## config.mk

```make
export PLATFORM = sky130hd
export DESIGN_NAME = key_debounce
export DESIGN_NICKNAME = d
export VERILOG_FILES = /design/src/rtl/key_debounce.sv
export SDC_FILE = /design/constraint.sdc
export NUM_CORES = 1
export LEC_CHECK = 0
export BUFFER_PORTS_ARGS = -buffer_cell sky130_fd_sc_hd__buf_2
export CORE_ASPECT_RATIO = 0.8
export CORE_MARGIN = 1.5
export CORE_UTILIZATION = 45
export CTS_CLUSTER_DIAMETER = 80
export DETAILED_ROUTE_END_ITERATION = 6
export GPL_TIMING_DRIVEN = 0
export PLACE_DENSITY_LB_ADDON = 0.2
export REMOVE_ABC_BUFFERS = 1
export SLEW_MARGIN = 20
export SYNTH_ARGS = -nofsm -noshare
export SYNTH_HDL_FRONTEND = slang
export SYNTH_SLANG_ARGS = --single-unit
```

## constraint.sdc

```tcl
create_clock -name clk -period 4.2 [get_ports clk]
set_clock_uncertainty 0.05 [all_clocks]
set_input_delay 0.42 -clock clk [delete_from_list [all_inputs] [get_ports clk]]
set_output_delay 0.42 -clock clk [all_outputs]
set_load 0.01 [all_outputs]
```

## src/rtl/key_debounce.sv

```systemverilog
// Conditions active-low push-buttons into a clean level plus single-cycle
// press / release / long-press pulses, one independent channel per key.
module key_debounce #(
    parameter int N_KEYS          = 4,
    parameter int DEBOUNCE_CYCLES = 1000000,
    parameter int LONG_CYCLES     = 50000000
) (
    input  logic              clk,
    input  logic              rst_n,
    input  logic [N_KEYS-1:0] key_n,
    output logic [N_KEYS-1:0] key_state,
    output logic [N_KEYS-1:0] key_press,
    output logic [N_KEYS-1:0] key_release,
    output logic [N_KEYS-1:0] key_long
);

    localparam int DEB_W  = $clog2(DEBOUNCE_CYCLES);
    localparam int LONG_W = $clog2(LONG_CYCLES + 1);

    localparam logic [DEB_W-1:0]  DEB_MAX     = DEB_W'(DEBOUNCE_CYCLES - 1);
    localparam logic [LONG_W-1:0] LONG_MAX    = LONG_W'(LONG_CYCLES);
    localparam logic [LONG_W-1:0] LONG_PRE    = LONG_W'(LONG_CYCLES - 1);

    typedef enum logic [1:0] {
        IDLE         = 2'd0,
        PRESS_WAIT   = 2'd1,
        PRESSED      = 2'd2,
        RELEASE_WAIT = 2'd3
    } state_t;

    // Two-flop synchronizer; idles at 1 so a reset looks like "all released".
    logic [N_KEYS-1:0] sync1_reg;
    logic [N_KEYS-1:0] sync2_reg;

    always_ff @(posedge clk or negedge rst_n) begin
        if (!rst_n) begin
            sync1_reg <= '1;
            sync2_reg <= '1;
        end else begin
            sync1_reg <= key_n;
            sync2_reg <= sync1_reg;
        end
    end

    generate
        for (genvar gi = 0; gi < N_KEYS; gi++) begin : g_key
            state_t              state_reg;
            state_t              state_next;
            logic [DEB_W-1:0]    deb_cnt_reg;
            logic [DEB_W-1:0]    deb_cnt_next;
            logic [LONG_W-1:0]   long_cnt_reg;
            logic [LONG_W-1:0]   long_cnt_next;
            logic                level_reg;
            logic                level_next;
            logic                press_reg;
            logic                press_next;
            logic                release_reg;
            logic                release_next;
            logic                long_reg;
            logic                long_next;
            logic                s;

            assign s = sync2_reg[gi];

            always_ff @(posedge clk or negedge rst_n) begin
                if (!rst_n) begin
                    state_reg    <= IDLE;
                    deb_cnt_reg  <= '0;
                    long_cnt_reg <= '0;
                    level_reg    <= 1'b0;
                    press_reg    <= 1'b0;
                    release_reg  <= 1'b0;
                    long_reg     <= 1'b0;
                end else begin
                    state_reg    <= state_next;
                    deb_cnt_reg  <= deb_cnt_next;
                    long_cnt_reg <= long_cnt_next;
                    level_reg    <= level_next;
                    press_reg    <= press_next;
                    release_reg  <= release_next;
                    long_reg     <= long_next;
                end
            end

            always_comb begin
                state_next    = state_reg;
                deb_cnt_next  = deb_cnt_reg;
                long_cnt_next = long_cnt_reg;
                press_next    = 1'b0;
                release_next  = 1'b0;
                long_next     = 1'b0;

                case (state_reg)
                    IDLE: begin
                        if (!s) begin
                            state_next   = PRESS_WAIT;
                            deb_cnt_next = '0;
                        end
                    end

                    PRESS_WAIT: begin
                        if (s) begin
                            state_next   = IDLE;
                            deb_cnt_next = '0;
                        end else if (deb_cnt_reg == DEB_MAX) begin
                            state_next    = PRESSED;
                            press_next    = 1'b1;
                            deb_cnt_next  = '0;
                            long_cnt_next = '0;
                        end else begin
                            deb_cnt_next = deb_cnt_reg + 1'b1;
                        end
                    end

                    PRESSED: begin
                        // Saturating count: the pulse fires once, on the step to LONG_MAX.
                        if (long_cnt_reg < LONG_MAX) begin
                            long_cnt_next = long_cnt_reg + 1'b1;
                            long_next     = (long_cnt_reg == LONG_PRE);
                        end
                        if (s) begin
                            state_next   = RELEASE_WAIT;
                            deb_cnt_next = '0;
                        end
                    end

                    RELEASE_WAIT: begin
                        if (!s) begin
                            state_next   = PRESSED;
                            deb_cnt_next = '0;
                        end else if (deb_cnt_reg == DEB_MAX) begin
                            state_next   = IDLE;
                            release_next = 1'b1;
                            deb_cnt_next = '0;
                        end else begin
                            deb_cnt_next = deb_cnt_reg + 1'b1;
                        end
                    end

                    default: begin
                        state_next   = IDLE;
                        deb_cnt_next = '0;
                    end
                endcase

                level_next = (state_next == PRESSED) || (state_next == RELEASE_WAIT);
            end

            assign key_state[gi]   = level_reg;
            assign key_press[gi]   = press_reg;
            assign key_release[gi] = release_reg;
            assign key_long[gi]    = long_reg;
        end
    endgenerate

endmodule

```

==> out/results.txt <==
The placer congestion estimate is 0.795. The register with the most flip-flops in the layout has 104 of them. Synthesis warning total: 0. Summing the sequential cell areas from Yosys gives 48.6% of the chip area. From synthesis to final layout, the design area changed by 10.9%. The run gives 45.5% as the initial core utilization. In the routed design, unresolved DRC markers number 0. Leaving out fill and tap cells, the most frequent cells in the layout are 206 x dfrtp_1, 138 x nand2_1, 123 x nor2_1. Global routing used 17.7% of the available tracks. The worst register-to-register path has a depth of 6. Pin placement for this block handled 22 I/O pins. The root cell of the clock tree was clkbuf_16. Largest net degree at the start of global routing: 79. The setup path with the least slack is of type reg -> reg.

The flow ran to the end, and the final reports show no timing, DRC or antenna violations. The run gives 0 as the leftover overflow at the end of global routing. In this run, CTS created clock tree buffers numbering 25. The tightest hold path in the finished design has a slack of 0.302 ns. The first detailed-routing pass took 5 iterations.

Setup repair after global routing left no endpoint under its margin. In the final layout, flip-flops and latches occupy 5370 um2. Initial antenna violation count: 0. Clock latency on the worst-skew pair, taken at its later pin, is 0.51 ns.

The worst hold path was traced through 0 stages. The logs give 0 for the max-slew violation count and 7946 for the number of global-route vias before repair. The ratio of total power to cell area was 365 nW/um2; the netlist area before placement was 11000 um2. The synthesized design devotes to its leading area cell type 46.7% of total area. Summing over every cut layer, the via total after detailed routing is 8657.

The tools report the relative max-transition margin as 22.8%. The run gives 12200 um2 as the summed area of non-filler cells in the final layout. The tool flagged a number of max-cap violations equal to 0.

Fraction of final layout cells sized beyond drive strength 1: 8.47%. After layout, the minimum clock period comes to 3.09 ns. In this run the static leakage power is 5.27 nW. The width of the chip is 178 um.

The longest clock path from root to sink contains 3 buffers. The post-synthesis sequential element count was 214. The worst-margin pin slew came out at 1.16 ns.

Yosys mapped a number of flops with a built-in enable equal to 0. The post-layout utilization of the core was 50.5%. In the synthesized netlist the dominant register cell turns out to be dfrtp_1. After filler insertion, the fill cell instance count of the layout stands at 2294. The synthesized netlist contains 64 unique library cells. The design draws 0.00446 W. The total wire length after detailed routing is 22.0 mm, and the number of port buffers is 21. Static timing analysis puts the maximum clock frequency at 323 MHz. The kind of path behind the tightest hold check is reg -> reg. The tools report the remaining number of nets flagged by the antenna check after routing as 0. The async set or reset register ratio after synthesis is 100%, and the floorplan die height is 143 um.

The mean instance size in the synthesized netlist works out to 9.17 um2. After clock tree synthesis, the clock-pin slew on the worst setup and hold paths is 0.06 ns. The tools report the worst path arrival time as 3.48 ns. Synthesis produced a netlist whose cell count is 1205.

Dividing the detail-routed wire length by the instance count gives 14.4 um. After detailed routing, the number of vias per cell comes to 5.64. The repair_antennas step left the layout with diodes totalling 0. Most area-hungry cell type in the Yosys netlist: dfrtp_1. The number of buffers added for setup after CTS was 0; the HPWL after detailed placement was 14.1 mm. In this run the cell area measured after placement is 11300 um2.

The tools report the total number of H-tree levels as 1. Kind of capture point of the worst setup path: a flip-flop. Clock tree synthesis found a total of 214 sinks. The required time at the worst-slack endpoint came out at 4.59 ns. TritonCTS built the clock tree.

The violation count after the first detailed-route iteration was 572; the area enclosed by the die boundary was 25500 um2. In this run the worst path has a maximum fanout of 16. Summing all multi-input logic gate instances after layout gives 5340 um2. Across the VDD grid, the largest voltage drop is 260 uV. The number of placement rows was 51; the wire length of the first global-routing pass was 38.3 mm. Ranked by total cell area, the synthesized netlist is headed by dfrtp_1 47%, o21ai_0 5.1%, nand2_1 4.7%. The net count of the finished layout is 1212.

The core region is 24200 um2. The tools report the type of origin of the critical path as a flip-flop. Final cycle utilization of the critical path: 73.7%. The commonest non-fill, non-tap cell in the layout was dfrtp_1.

The tools report the total of endpoints with negative setup slack in the final report as 0. The count of endpoints failing hold in the final timing report came out at 0.
metrics by stage:
step	setup slack (ns)	cells	setup TNS (ns)
6_report	1.11	1534	0
5_1_grt	0.849	1534	0
4_1_cts	1.11	1534	0
3_5_place_dp	1.12	1484	0
3_3_place_gp	-1.15	1480	-231.52
2_1_floorplan	1.27	1141	0
path summary, 6_finish.rpt:
check	end	slack, ns	startpoint
worst max-delay path	g_key[0].long_cnt_reg[21]$_DFFE_PN0P_	1.11	g_key[0].long_cnt_reg[19]$_DFFE_PN0P_
worst min-delay path	sync2_reg[0]$_DFF_PN1_	0.30	sync1_reg[0]$_DFF_PN1_
worst max register to register	g_key[0].long_cnt_reg[21]$_DFFE_PN0P_	1.11	g_key[0].long_cnt_reg[19]$_DFFE_PN0P_
worst min register to register	sync2_reg[0]$_DFF_PN1_	0.30	sync1_reg[0]$_DFF_PN1_
max in group asynchronous	sync2_reg[2]$_DFF_PN1_	2.56	rst_n
min in group asynchronous	g_key[0].press_reg$_DFF_PN0_	0.39	rst_n
layer usage:
layer | track usage (%) | routed length (um)
met1 | 26.9 | 11700
met2 | 26.4 | 9210
met3 | 2.48 | 704
met4 | 4.33 | 462
met5 | 0 | 0
cell type report:
cell class,count,share of cell area (%)
Clock buffer,32,5.73
Clock inverter,13,1.32
Inverter,11,0.337
Multi-Input combinational cell,916,43.6
Sequential cell,214,43.8
Tap cell,318,3.25
Timing Repair Buffer,30,1.92
cell usage after synthesis, types with 2 or more instances:
library cell,count
buf_2,14
nand3b_1,3
a22o_1,6
mux2i_1,3
nor2_1,124
and3_1,43
o211ai_1,4
o21ai_0,112
or3_1,17
and4_1,19
nor3_1,26
and2_1,16
o311ai_2,3
nand4b_1,4
dfrtp_1,206
o21ai_1,2
nand4_1,47
buf_4,17
a31o_2,2
xor2_1,55
ha_1,8
nand2b_1,12
nand3_1,83
a21o_1,5
nor2b_1,4
clkbuf_1,31
nor4_1,16
nor3_4,2
and3_4,2
dfstp_2,8
inv_1,11
a21oi_1,34
o31ai_1,17
nor4bb_1,2
xnor2_1,24
a31oi_1,40
nand2_1,138
or2_2,6
nor3b_1,3
or4_1,10
a211oi_1,3
report_power, final:
group | leakage (nW) | internal, W | switching (W)
registers | 2.95 | 0.00208 | 0.0000162
clock network | 0.407 | 0.00137 | 0.000872
logic | 1.91 | 0.0000357 | 0.0000909
worst max-delay path: stages (launching register included):
cell and delay (ns):
dfrtp_1 0.43, and4_4 0.23, and3_4 0.19, a221oi_2 0.74, nand3_1 0.61, or4_1 0.63
a21oi_1 0.14
repair_timing:
item,CTS,global route
resized for setup,0,0
endpoints found under the hold margin,70,0
hold buffers,5,0
cells by family after synthesis:
kind of cell | after synthesis | synth area share, %
AOI/OAI and AO/OA | 240 | 13.2
xor gates and xnor gates | 79 | 6.26
adders and majority gates | 8 | 0.906
buffers and inverters | 75 | 3.30
DFF | 214 | 48.6
muxes | 4 | 0.374
and+or+nand+nor | 585 | 27.4
(Power assumes the default switching activity.)
